[config.mk]
export PLATFORM = sky130hd
export DESIGN_NAME = stack_sequencer
export DESIGN_NICKNAME = d
export VERILOG_FILES = /design/src/rtl/cpu_pkg.sv /design/src/rtl/stack_sequencer.sv
export SDC_FILE = /design/constraint.sdc
export NUM_CORES = 1
export LEC_CHECK = 0
export BUFFER_PORTS_ARGS = -buffer_cell sky130_fd_sc_hd__buf_2
export CORE_MARGIN = 2
export CORE_UTILIZATION = 40
export CTS_CLUSTER_SIZE = 16
export DETAILED_ROUTE_END_ITERATION = 10
export GPL_TIMING_DRIVEN = 0
export PLACE_DENSITY = 0.65
export SYNTH_ARGS = -nofsm -noshare
export SYNTH_HDL_FRONTEND = slang
export SYNTH_SLANG_ARGS = --single-unit
[constraint.sdc]
create_clock -name clk -period 3.2 [get_ports clk]
set_input_delay 0 -clock clk [delete_from_list [all_inputs] [get_ports clk]]
set_output_delay 0 -clock clk [all_outputs]
set_load 0.01 [all_outputs]
[src/rtl/cpu_pkg.sv]
// Shared CPU definitions: stack sequencer states/ops, interrupt vector default,
// and {C,N,Z} flag bit positions.
package cpu_pkg;

  typedef enum logic [3:0] {
    ST_IDLE,
    ST_PUSH_PCH,
    ST_PUSH_PCL,
    ST_PUSH_FLG,
    ST_POP_FLG,
    ST_POP_PCL,
    ST_POP_PCH,
    ST_VEC_H,
    ST_VEC_L,
    ST_LOAD
  } stack_seq_state_t;

  typedef enum logic [1:0] {
    OP_CALL,
    OP_RET,
    OP_RTI,
    OP_INT
  } stack_seq_op_t;

  localparam int unsigned INT_VEC_ADDR_DFLT = 0;

  localparam int FLAGS_W = 3;
  localparam int FLAG_Z  = 0;
  localparam int FLAG_N  = 1;
  localparam int FLAG_C  = 2;

endpackage

[src/rtl/stack_sequencer.sv]
// CALL/RET/RTI/interrupt-entry stack sequencer; owns the data-memory port while busy.
// Define STACK_SEQ_FLAGS_SAVE_EN to push flags on interrupt entry and pop them on RTI.
module stack_sequencer
  import cpu_pkg::*;
#(
  parameter int unsigned      PC_W         = 32,
  parameter int unsigned      DATA_W       = 16,
  parameter logic [PC_W-1:0]  INT_VEC_ADDR = PC_W'(INT_VEC_ADDR_DFLT)
) (
  input  logic                clk,
  input  logic                reset,
  input  logic                call,
  input  logic                ret,
  input  logic                rti,
  input  logic                int_req,
  input  logic [PC_W-1:0]     pc_in,
  input  logic [PC_W-1:0]     target_in,
  input  logic [FLAGS_W-1:0]  flags_in,
  input  logic [PC_W-1:0]     sp_in,
  input  logic                mem_ready,
  input  logic [DATA_W-1:0]   mem_rdata,
  output logic                busy,
  output logic                mem_req,
  output logic                mem_we,
  output logic [PC_W-1:0]     mem_addr,
  output logic [DATA_W-1:0]   mem_wdata,
  output logic                sp_we,
  output logic [PC_W-1:0]     sp_next,
  output logic                pc_load,
  output logic [PC_W-1:0]     pc_out,
  output logic                flags_load,
  output logic [FLAGS_W-1:0]  flags_out,
  output logic                int_ack
);

  localparam logic [PC_W-1:0] ONE = PC_W'(1);

`ifdef STACK_SEQ_FLAGS_SAVE_EN
  localparam stack_seq_state_t RTI_FIRST    = ST_POP_FLG;
  localparam stack_seq_state_t INT_AFTER_PC = ST_PUSH_FLG;
  localparam bit               FLAGS_SAVE   = 1'b1;
`else
  localparam stack_seq_state_t RTI_FIRST    = ST_POP_PCL;
  localparam stack_seq_state_t INT_AFTER_PC = ST_VEC_H;
  localparam bit               FLAGS_SAVE   = 1'b0;
`endif

  stack_seq_state_t    state_q, state_d;
  stack_seq_op_t       op_q, op_d;
  logic                int_pending_q, int_pending_d;
  logic [PC_W-1:0]     ret_pc_q, ret_pc_d;
  logic [PC_W-1:0]     tgt_q, tgt_d;
  logic [PC_W-1:0]     sp_cur_q, sp_cur_d;
  logic [FLAGS_W-1:0]  flags_q, flags_d;

  logic                step_req, step_we, step_vec, step_done;
  logic [PC_W-1:0]     step_addr, step_sp;
  logic [DATA_W-1:0]   step_wdata;
  logic                start_int;

  // Memory step handshake: address/data are a pure function of state, so they
  // hold steady through mem_ready=0 cycles.
  always_comb begin : mem_step
    step_req   = 1'b0;
    step_we    = 1'b0;
    step_vec   = 1'b0;
    step_addr  = '0;
    step_wdata = '0;
    step_sp    = sp_cur_q;
    case (state_q)
      ST_PUSH_PCH: begin
        step_req   = 1'b1;
        step_we    = 1'b1;
        step_addr  = sp_cur_q;
        step_wdata = ret_pc_q[PC_W-1:DATA_W];
        step_sp    = sp_cur_q - ONE;
      end
      ST_PUSH_PCL: begin
        step_req   = 1'b1;
        step_we    = 1'b1;
        step_addr  = sp_cur_q;
        step_wdata = ret_pc_q[DATA_W-1:0];
        step_sp    = sp_cur_q - ONE;
      end
      ST_PUSH_FLG: begin
        step_req   = 1'b1;
        step_we    = 1'b1;
        step_addr  = sp_cur_q;
        step_wdata = {{(DATA_W-FLAGS_W){1'b0}}, flags_q};
        step_sp    = sp_cur_q - ONE;
      end
      ST_POP_FLG, ST_POP_PCL, ST_POP_PCH: begin
        step_req   = 1'b1;
        step_addr  = sp_cur_q + ONE;
        step_sp    = sp_cur_q + ONE;
      end
      ST_VEC_H: begin
        step_req   = 1'b1;
        step_vec   = 1'b1;
        step_addr  = INT_VEC_ADDR;
      end
      ST_VEC_L: begin
        step_req   = 1'b1;
        step_vec   = 1'b1;
        step_addr  = INT_VEC_ADDR + ONE;
      end
      default: ;
    endcase
    step_done = step_req & mem_ready;
  end

  always_comb begin : seq_next
    state_d   = state_q;
    op_d      = op_q;
    ret_pc_d  = ret_pc_q;
    tgt_d     = tgt_q;
    sp_cur_d  = sp_cur_q;
    flags_d   = flags_q;
    start_int = 1'b0;
    case (state_q)
      ST_IDLE: begin
        if (int_pending_q || rti || ret || call) begin
          ret_pc_d = pc_in;
          tgt_d    = target_in;
          sp_cur_d = sp_in;
          flags_d  = flags_in;
        end
        if (int_pending_q) begin
          start_int = 1'b1;
          op_d      = OP_INT;
          state_d   = ST_PUSH_PCH;
        end else if (rti) begin
          op_d    = OP_RTI;
          state_d = RTI_FIRST;
        end else if (ret) begin
          op_d    = OP_RET;
          state_d = ST_POP_PCL;
        end else if (call) begin
          op_d    = OP_CALL;
          state_d = ST_PUSH_PCH;
        end
      end
      ST_LOAD: state_d = ST_IDLE;
      default: begin
        if (step_done) begin
          if (!step_vec) sp_cur_d = step_sp;
          case (state_q)
            ST_PUSH_PCH: state_d = ST_PUSH_PCL;
            ST_PUSH_PCL: state_d = (op_q == OP_INT) ? INT_AFTER_PC : ST_LOAD;
            ST_PUSH_FLG: state_d = ST_VEC_H;
            ST_POP_FLG: begin
              flags_d = mem_rdata[FLAGS_W-1:0];
              state_d = ST_POP_PCL;
            end
            ST_POP_PCL: begin
              tgt_d[DATA_W-1:0] = mem_rdata;
              state_d           = ST_POP_PCH;
            end
            ST_POP_PCH: begin
              tgt_d[PC_W-1:DATA_W] = mem_rdata;
              state_d              = ST_LOAD;
            end
            ST_VEC_H: begin
              tgt_d[PC_W-1:DATA_W] = mem_rdata;
              state_d              = ST_VEC_L;
            end
            ST_VEC_L: begin
              tgt_d[DATA_W-1:0] = mem_rdata;
              state_d           = ST_LOAD;
            end
            default: state_d = ST_IDLE;
          endcase
        end
      end
    endcase
    // A request landing in the same cycle the previous one is taken stays pending.
    int_pending_d = int_req | (int_pending_q & ~start_int);
  end

  always_ff @(posedge clk) begin
    if (reset) begin
      state_q       <= ST_IDLE;
      op_q          <= OP_CALL;
      int_pending_q <= 1'b0;
      ret_pc_q      <= '0;
      tgt_q         <= '0;
      sp_cur_q      <= '0;
      flags_q       <= '0;
    end else begin
      state_q       <= state_d;
      op_q          <= op_d;
      int_pending_q <= int_pending_d;
      ret_pc_q      <= ret_pc_d;
      tgt_q         <= tgt_d;
      sp_cur_q      <= sp_cur_d;
      flags_q       <= flags_d;
    end
  end

  // Outputs are gated by reset so an aborted sequence emits no strobes.
  always_comb begin : outputs
    busy       = 1'b0;
    mem_req    = 1'b0;
    mem_we     = 1'b0;
    mem_addr   = '0;
    mem_wdata  = '0;
    sp_we      = 1'b0;
    sp_next    = '0;
    pc_load    = 1'b0;
    pc_out     = '0;
    flags_load = 1'b0;
    flags_out  = '0;
    int_ack    = 1'b0;
    if (!reset) begin
      busy       = (state_q != ST_IDLE);
      mem_req    = step_req;
      mem_we     = step_we;
      mem_addr   = step_addr;
      mem_wdata  = step_wdata;
      sp_we      = step_done & ~step_vec;
      sp_next    = sp_we ? step_sp : '0;
      pc_load    = (state_q == ST_LOAD);
      pc_out     = pc_load ? tgt_q : '0;
      flags_load = FLAGS_SAVE && pc_load && (op_q == OP_RTI);
      flags_out  = flags_load ? flags_q : '0;
      int_ack    = (state_q == ST_IDLE) && int_pending_q;
    end
  end

endmodule

==> impl_metrics.py, run 1 <==
metrics = {
    "sta": {
        "clock_skew_ps": 9.125,
        "rsz0062_at_grt": "true",
        "timing.final.crit_share_pct": 96.90,
        "fin_tns_setup_ps": 0,
        "tightestPinTransition_ps": 864.4,
        "fmax_mhz": 322.5,
        "fin_hold_ws_ps": -3.893,
        "slew_headroom_pct": 42.37,
        "timing.final.crit_period_ps": 3101,
        "slew_viol_final": 0,
        "finalHoldViolations": 2,
        "final-setup-viol-count": 0,
    },
    "logic_synthesis": {
        "synth_edf_count": 0,
        "ys_warn_count": 0,
        "synthTopCellsByCount": "nor2_1 (131), a21oi_1 (124), nand2_1 (122)",
        "syn_area_per_cell_um2": 6.845,
        "ys_seq_area_share_pct": 28.18,
        "yosysMostFrequentCell": "nor2_1",
        "synthTopCellsByArea": "dfxtp_1 (28%), a21oi_1 (8.2%), nor2_1 (6.5%), nand2_1 (6.1%), clkbuf_1 (5.1%)",
        "syn_area_mm2": 0.007530,
        "synthArstFlopShare_pct": 0,
        "synthCells": 1100,
        "synth_top_area_share_pct": 28.18,
        "synth_area_leader_cell": "dfxtp_1",
        "ys.flop_type": "dfxtp_1",
        "synthDistinctLibCells": 65,
        "ys_seq_elements": 106,
    },
    "worst_setup_path": {
        "r2r_end": "sp_cur_q[12]",
        "crit_fanout": 10,
        "crit_arrival_ps": 3100,
        "r2r-start": "state_q[1]",
        "cp.required_ps": 3200,
        "r2r_cells": 9,
        "reg2reg_slack_ps": 210,
        "crit_type": "flip-flop to output port",
        "start_kind": "flip-flop",
        "endpoint_kind": "output port",
    },
    "finish": {
        "final_area_mm2": 0.01016,
        "antenna_cells": 0,
        "layout-drive-gt1-share_pct": 21.52,
        "finalNonFillerCells": 1665,
        "postLayoutCoreUtil_pct": 54.69,
        "nets": 1550,
        "areaGrowthSynthToFinish_pct": 34.95,
    },
    "floorplan": {
        "dieArea_mm2": 0.01994,
        "num_rows": 50,
        "die_x_um": 141.2,
        "core_mm2": 0.01858,
        "io_pins": 244,
        "die_y_um": 141.2,
        "initial_core_util_pct": 40.53,
    },
    "placement": {
        "post-dp-hpwl_mm": 24.48,
        "place_inst": 1577,
        "gp_routability_congestion": 1.044,
        "placed_cell_area_mm2": 0.009044,
        "io_buffers": 239,
    },
    "pwr": {
        "swShare_pct": 55.32,
        "comb_power_share_pct": 67.4,
        "powerDensity_mw_per_mm2": 989.5,
        "p_clk_share_pct": 11.8,
        "switchingPower_mw": 5.562,
        "ir_worst_vdd_mv": 0.4015,
        "p_leak_nw": 4.196,
        "p_seq_share_pct": 20.8,
        "intPower_mw": 4.493,
    },
    "drt": {
        "drt_iter0_markers": 981,
        "drc": 0,
        "vias_per_cell": 5.898,
        "ant_nets": 0,
        "dr.pass1.iters": 8,
        "vias": 9821,
        "wl_per_cell_um": 20.07,
        "finalWirelength_mm": 33.42,
    },
    "global_routing": {
        "antenna_found_initial": 0,
        "met3_usage_pct": 5.503,
        "grt_pass1_wl_mm": 50.43,
        "grt_max_degree": 22,
        "grt_usage_pct": 32.42,
        "grt_use_met2_pct": 49.16,
        "grt_use_met1_pct": 45.46,
        "grt_busiest_layer": "met2",
        "grt_pass1_vias": 9093,
        "globalRouteOverflowTotal": 0,
    },
    "outcome": {
        "violations": "hold timing",
        "status": "finished, violations left",
    },
    "clock_network": {
        "cts_sinks": 106,
        "cts-htree-levels": 3,
        "cts_tree": "built",
        "insertion_delay_ps": 370,
        "clockBufferDepth": 2,
        "cts_root_buf": "clkbuf_16",
        "cts_buffers": 9,
        "clkTransAtPathRegs_ps": 90,
    },
    "flow_run": {
        "max_cap_violations": 0,
    },
    "hold_path": {
        "min_from": "sp_in[3]",
        "whs_path_depth": 5,
        "min_to": "sp_cur_q[3]",
        "hold_path_class": "input port to flip-flop",
    },
}
## cell families after synthesis
kind of cell | after synthesis | synth area share [%]
AOI/OAI and AO/OA | 321 | 26.79
xor gates and xnor gates | 24 | 2.792
adders and majority gates | 2 | 0.3323
buffers and inverters | 133 | 6.946
DFF | 106 | 28.18
muxes | 10 | 1.363
other | 1 | 0.04980
and+or+nand+nor | 503 | 33.55
## what timing repair did
item,4_1_cts,5_1_grt
hold buffers,71,0
buffers inserted,0,2
endpoints found under the setup margin,49,133
endpoints found under the hold margin,71,0
gates cloned,0,0
gates resized for setup,12,30
pin swaps,0,1
## state kept, by name, indices dropped and copies added (netlist names)
register       flops
ret_pc_q          32
sp_cur_q          32
tgt_q             32
state_q            4
flags_q            3
op_q               2
int_pending_q      1
## power groups by stage
stage	Combinational [mW]	Sequential [mW]	Clock [mW]
final	6.78	2.09	1.18
after global placement	6.39	2.08	0
after global routing	7.33	2.15	1.23
after CTS	6.56	2.06	1.19
after detailed placement	6.44	2.09	0
after floorplan	4.33	2.00	0
## through the flow
step	setup slack, ps	power (mW)
2_1_floorplan	655.8	6.336
3_3_place_gp	-971.2	8.470
3_5_place_dp	-222.4	8.533
4_1_cts	5.054	9.817
5_1_grt	-81.88	10.71
6_report	99.11	10.05
## cells in the final DEF, fill, tap and decap left out, types with 12 or more instances in the layout
cell,n
a211oi_1,41
a21oi_1,124
a22oi_1,18
a31oi_1,18
and2_1,60
and3_1,12
buf_2,243
clkbuf_1,85
clkbuf_2,17
dfxtp_1,106
dlygate4sd3_1,71
inv_1,17
nand2_1,122
nand3_1,20
nand4_1,20
nor2_1,130
nor3_1,37
nor4_1,19
o21ai_0,47
or3_1,22
xnor2_1,16
## area by class of cell
class,instances,area (um2)
Fill cell,1851,8419
Buffer,113,473.0
Multi-Input combinational cell,864,4960
Sequential cell,106,2122
Tap cell,234,292.8
Clock buffer,9,225.2
Clock inverter,7,83.83
Inverter,19,75.07
Timing Repair Buffer,313,1929
## routing by layer
| metal | share of wire (%) | up-vias |
|---|---|---|
| met5 | 0 | - |
| li1 | - | 4607 |
| met3 | 9.6 | 88 |
| met1 | 43 | 4555 |
| met2 | 43 | 571 |
| met4 | 4.0 | 0 |
## worst max-delay path, cell delays in order, from the launching register on
cell	delay (ps)
dfxtp_1	310
clkbuf_1	370
nand2b_1	230
a21o_1	330
clkbuf_1	550
clkbuf_2	410
a21oi_1	70
o21ai_0	190
a21oi_1	110
buf_2	160
## worst max path at each step
stage	startpoint	to	slack, ps	cells past startpoint
finish	state_q[3]	mem_addr[15]	100	9
global placement	state_q[1]	sp_cur_q[12]	-970	8
global route	sp_cur_q[0]	sp_next[30]	-80	10
floorplan	sp_cur_q[0]	sp_cur_q[30]	660	9
CTS	sp_cur_q[17]	sp_next[31]	5	9
detailed placement	state_q[1]	sp_cur_q[12]	-220	9
No activity file was read; power rests on OpenSTA's default activity.
==> run 2, diff against run 1 <==
--- a/config.mk
+++ b/config.mk
@@ -12,6 +12,7 @@
 export DETAILED_ROUTE_END_ITERATION = 10
 export GPL_TIMING_DRIVEN = 0
 export PLACE_DENSITY = 0.65
+export SETUP_SLACK_MARGIN = 0.2
 export SYNTH_ARGS = -nofsm -noshare
 export SYNTH_HDL_FRONTEND = slang
 export SYNTH_SLANG_ARGS = --single-unit
==> impl_metrics.py, run 2 (synthesized netlist as in run 1, its figures left out) <==
metrics = {
    "clock_network": {
        "insertion_delay_ps": 360,
        "clkTransAtPathRegs_ps": 80,
        "cts_sinks": 106,
        "cts-htree-levels": 3,
        "cts_tree": "built",
        "clockBufferDepth": 2,
        "cts_root_buf": "clkbuf_16",
        "cts_buffers": 9,
    },
    "finish": {
        "reg.largest.list": "ret_pc_q: 32 flops, sp_cur_q: 32 flops, tgt_q: 32 flops",
        "antenna_cells": 0,
        "areaGrowthSynthToFinish_pct": 36.57,
        "final_common_cell": "buf_2",
        "mostFrequentLayoutCells": "buf_2 (245), nor2_1 (129), a21oi_1 (123), nand2_1 (121), dfxtp_1 (105)",
        "layout-drive-gt1-share_pct": 24.21,
        "nets": 1552,
        "postLayoutCoreUtil_pct": 55.35,
    },
    "floorplan": {
        "dieArea_mm2": 0.01994,
        "num_rows": 50,
        "initial_core_util_pct": 40.53,
        "io_pins": 244,
        "core_mm2": 0.01858,
        "die_x_um": 141.2,
        "die_y_um": 141.2,
    },
    "sta": {
        "timing.final.crit_share_pct": 92.67,
        "fmax_mhz": 337.2,
        "slew_headroom_pct": 42.55,
        "finalHoldViolations": 1,
        "slew_viol_final": 0,
        "fin_tns_setup_ps": 0,
        "clock_skew_ps": 6.445,
        "final-setup-viol-count": 0,
        "tightestPinTransition_ps": 861.8,
        "timing.final.crit_period_ps": 2965,
        "fin_hold_ws_ps": -0.4594,
        "rsz0062_at_grt": "true",
    },
    "worst_setup_path": {
        "slowest_delay_ps": 490,
        "cp.required_ps": 3200,
        "start_kind": "flip-flop",
        "cp_num_buf_inv": 3,
        "slowest_stage": "or3_1",
        "crit_fanout": 10,
        "crit_arrival_ps": 2970,
        "crit_type": "flip-flop to output port",
        "critPathTopFamily": "simple AND/OR/NAND/NOR gates",
        "endpoint_kind": "output port",
        "path_cells": "clkbuf_2 -> or3_1 -> nor2_2 -> nor2_1 -> nand2_1 -> clkinvlp_4 -> o21ai_0 -> a21oi_1 -> buf_2",
    },
    "global_routing": {
        "grt_busiest_layer": "met2",
        "globalRouteOverflowTotal": 0,
        "grt_use_met2_pct": 49.54,
        "grt_usage_pct": 32.45,
        "met3_usage_pct": 4.620,
        "grt_max_degree": 22,
        "grt_use_met1_pct": 46.08,
        "antenna_found_initial": 0,
        "grt_pass1_wl_mm": 50.55,
        "grt_pass1_vias": 9105,
    },
    "outcome": {
        "violations": "hold timing",
        "status": "finished, violations left",
    },
    "placement": {
        "gp_routability_congestion": 1.044,
        "post-dp-hpwl_mm": 24.48,
        "io_buffers": 239,
    },
    "drt": {
        "vias": 9943,
        "wl_per_cell_um": 20.21,
        "finalWirelength_mm": 33.69,
        "drc": 0,
        "vias_per_cell": 5.965,
        "drt_iter0_markers": 1050,
        "ant_nets": 0,
        "dr.pass1.iters": 5,
    },
    "pwr": {
        "ir_worst_vdd_mv": 0.4195,
        "p_total_mw": 10.23,
        "powerDensity_mw_per_mm2": 994.5,
        "swShare_pct": 55.17,
        "switchingPower_mw": 5.642,
        "intPower_mw": 4.585,
        "p_leak_nw": 4.297,
        "p_seq_share_pct": 20.3,
        "p_clk_share_pct": 11.6,
        "comb_power_share_pct": 68.1,
    },
    "flow_run": {
        "max_cap_violations": 0,
    },
    "hold_path": {
        "hold_path_class": "input port to flip-flop",
    },
}
run 2: cell types whose count changed in the layout (fill, tap and decap cells not counted), moves of 2 or more:
cell      change
clkbuf_1     -22
clkbuf_2     +21
nor3_1        -3
nor3_2        +3
buf_2         +2
buf_4         +2
nor4_4        +2
run 2: final timing paths:
check             depth (start not counted)     endpoint  slack, ps   startpoint
setup / recovery                          9  sp_next[18]        230   state_q[1]
hold / removal                            3   flags_q[2]       -0.5  flags_in[2]
setup reg to reg                          7    tgt_q[12]        320   state_q[1]
hold reg to reg                           2  ret_pc_q[4]        460  ret_pc_q[4]
run 2: worst min-delay path: cells and delay by family:
kind | cells | cell delay, ps
AOI/OAI and AO/OA | 2 | 220
buffers and inverters | 1 | 100
run 2: layout make-up:
| type | count | area [um2] |
|---|---|---|
| fill | 1845 | 8297 |
| multi-input combinational | 864 | 5037 |
| sequential | 106 | 2123 |
| timing repair buffer | 315 | 1944 |
| buffer | 113 | 501.7 |
| tap | 234 | 292.8 |
| clock buffer | 9 | 225.2 |
| clock inverter | 7 | 83.83 |
| inverter | 19 | 75.07 |
run 2: through the flow:
step	setup slack, ps	hold slack [ps]	area (um2)	std cells
6_report	234.6	-0.4594	10280	1667
5_1_grt	166.3	11.50	10280	1667
4_1_cts	169.3	0.9890	10180	1665
3_5_place_dp	-222.4	222.1	9044	1577
3_3_place_gp	-971.2	225.8	9030	1576
2_1_floorplan	655.8	117.4	7541	1103
run 2: power by group through the flow:
| stage | sequential [mW] | clock, mW | combinational (mW) |
|---|---|---|---|
| floorplan | 2.00 | 0 | 4.33 |
| finish | 2.08 | 1.18 | 6.97 |
| CTS | 2.06 | 1.19 | 6.67 |
| global placement | 2.08 | 0 | 6.39 |
| global route | 2.13 | 1.23 | 7.49 |
| detailed placement | 2.09 | 0 | 6.44 |
run 2: layer usage:
metal  wire (um)  part of all wire, %
met1       14860                   44
met2       14560                   43
met3        2959                  8.8
met4        1317                  3.9
met5           0                    0
run 2: timing repair:
action,CTS,global route
hold endpoints to repair,71,0
gates resized for setup,38,55
pin swaps,1,4
setup endpoints to repair,136,120
buffers inserted,2,2
hold buffers,71,0
==> run 3, diff against run 2 <==
--- a/config.mk
+++ b/config.mk
@@ -6,12 +6,14 @@
 export NUM_CORES = 1
 export LEC_CHECK = 0
 export BUFFER_PORTS_ARGS = -buffer_cell sky130_fd_sc_hd__buf_2
+export CELL_PAD_IN_SITES_DETAIL_PLACEMENT = 1
+export CELL_PAD_IN_SITES_GLOBAL_PLACEMENT = 1
 export CORE_MARGIN = 2
-export CORE_UTILIZATION = 40
+export CORE_UTILIZATION = 36
 export CTS_CLUSTER_SIZE = 16
 export DETAILED_ROUTE_END_ITERATION = 10
 export GPL_TIMING_DRIVEN = 0
-export PLACE_DENSITY = 0.65
+export PLACE_DENSITY_LB_ADDON = 0.1
 export SETUP_SLACK_MARGIN = 0.2
 export SYNTH_ARGS = -nofsm -noshare
 export SYNTH_HDL_FRONTEND = slang
==> impl_metrics.py, run 3 (synthesized netlist as in run 1, its figures left out) <==
metrics = {
    "pwr": {
        "powerDensity_mw_per_mm2": 1016,
        "ir_worst_vdd_mv": 0.5212,
        "p_leak_nw": 4.355,
    },
    "clock_network": {
        "cts_tree": "built",
        "cts_buffers": 9,
        "cts_root_buf": "clkbuf_16",
        "insertion_delay_ps": 380,
        "cts-htree-levels": 3,
        "clockBufferDepth": 2,
        "cts_sinks": 106,
        "clkTransAtPathRegs_ps": 90,
    },
    "sta": {
        "fmax_mhz": 335.1,
        "rsz0062_at_grt": "true",
        "tightestPinTransition_ps": 958.9,
        "fin_hold_ws_ps": -7.062,
        "clock_skew_ps": 14.50,
        "finalHoldViolations": 3,
        "final-setup-viol-count": 0,
        "timing.final.crit_share_pct": 93.25,
        "fin_tns_setup_ps": 0,
        "timing.final.crit_period_ps": 2984,
        "slew_headroom_pct": 36.08,
        "slew_viol_final": 0,
    },
    "global_routing": {
        "globalRouteOverflowTotal": 0,
        "grt_pass1_vias": 9779,
        "grt_max_degree": 23,
        "antenna_found_initial": 1,
        "grt_pass1_wl_mm": 56.33,
        "grt_usage_pct": 33.35,
    },
    "outcome": {
        "violations": "hold timing",
        "status": "finished, violations left",
    },
    "placement": {
        "placed_cell_area_mm2": 0.009089,
        "post-dp-hpwl_mm": 26.52,
        "place_inst": 1613,
        "gp_routability_congestion": 0.9440,
        "io_buffers": 239,
    },
    "drt": {
        "drt_iter0_markers": 757,
        "wl_per_cell_um": 22.33,
        "vias_per_cell": 5.836,
        "ant_nets": 0,
        "dr.pass1.iters": 7,
        "finalWirelength_mm": 38.23,
        "vias": 9991,
        "drc": 0,
    },
    "finish": {
        "layout-drive-gt1-share_pct": 24.48,
        "nets": 1557,
        "final_common_cell": "buf_2",
        "reg.largest.list": "ret_pc_q: 32 flops, sp_cur_q: 32 flops, tgt_q: 32 flops",
        "final_area_mm2": 0.01039,
        "finalNonFillerCells": 1712,
        "postLayoutCoreUtil_pct": 51.00,
        "areaGrowthSynthToFinish_pct": 37.94,
        "mostFrequentLayoutCells": "buf_2 (247), nor2_1 (129), a21oi_1 (123), nand2_1 (121), dfxtp_1 (106)",
    },
    "worst_setup_path": {
        "critPathTopFamily": "simple AND/OR/NAND/NOR gates",
        "crit_type": "flip-flop to output port",
        "crit_fanout": 10,
        "cp_num_buf_inv": 2,
        "slowest_delay_ps": 650,
        "endpoint_kind": "output port",
        "path_cells": "clkbuf_2 -> nand4_1 -> or4_1 -> nor4_1 -> xor2_1 -> nand2_1 -> a21oi_1 -> buf_2",
        "crit_arrival_ps": 2980,
        "cp.required_ps": 3200,
        "slowest_stage": "or4_1",
        "start_kind": "flip-flop",
    },
    "floorplan": {
        "core_mm2": 0.02036,
        "dieArea_mm2": 0.02209,
        "die_y_um": 148.6,
        "num_rows": 52,
        "io_pins": 244,
        "initial_core_util_pct": 36.97,
        "die_x_um": 148.6,
    },
    "flow_run": {
        "max_cap_violations": 0,
    },
    "hold_path": {
        "hold_path_class": "input port to flip-flop",
    },
}
run 3: where the power goes:
| part | switching (mW) | internal, mW | total, mW |
|---|---|---|---|
| logic | 4.99 | 2.25 | 7.24 |
| registers | 0.290 | 1.80 | 2.09 |
| clock network | 0.657 | 0.569 | 1.23 |
run 3: worst paths after layout:
kind,start,to,slack (ps),depth (start not counted)
setup / recovery,sp_cur_q[19],sp_next[29],220,8
hold / removal,target_in[20],tgt_q[20],-7,3
hold reg to reg,ret_pc_q[10],ret_pc_q[10],460,2
setup reg to reg,state_q[1],tgt_q[21],380,7
run 3: cell type report:
class	count	area, um2
clock buffers	9	225.2
diodes	4	10.01
plain buffers	114	521.8
multi-input cells	864	5022
flip-flops and latches	106	2122
fillers	2733	9978
inverters	19	71.32
repair buffers	319	1982
clock inverters	7	93.84
well taps	270	337.8
run 3: worst register-to-register path: stages, from the launching register on:
cell	delay [ps]
dfxtp_1	340
clkbuf_2	210
or3_1	480
nor2_2	370
buf_2	380
clkbuf_1	520
a21oi_1	190
a211oi_1	250
run 3: repair_timing:
item                                   CTS  global route
buffers inserted                         3             2
resized for setup                       44            59
hold buffers                            74             0
setup endpoints to repair              167           120
endpoints found under the hold margin   74             0
pin swaps                                2             3
run 3: stage by stage:
step / worst slack, ps / hold WS, ps / power (mW)
floorplan: 655.8 / 117.4 / 6.336
global placement: -1003 / 242.6 / 8.603
detailed placement: -144.0 / 240.1 / 8.739
CTS: 160.4 / 7.153 / 10.21
global route: 164.6 / 7.835 / 11.17
finish: 216.1 / -7.062 / 10.56
run 3: routing by layer:
metal / GRT usage (%) / routed length, um / vias to the layer above
li1: - / - / 4612
met1: 44.77 / 16560 / 4825
met2: 54.00 / 17360 / 471
met3: 5.337 / 2992 / 83
met4: 12.52 / 1315 / 0
met5: 0 / 0 / -
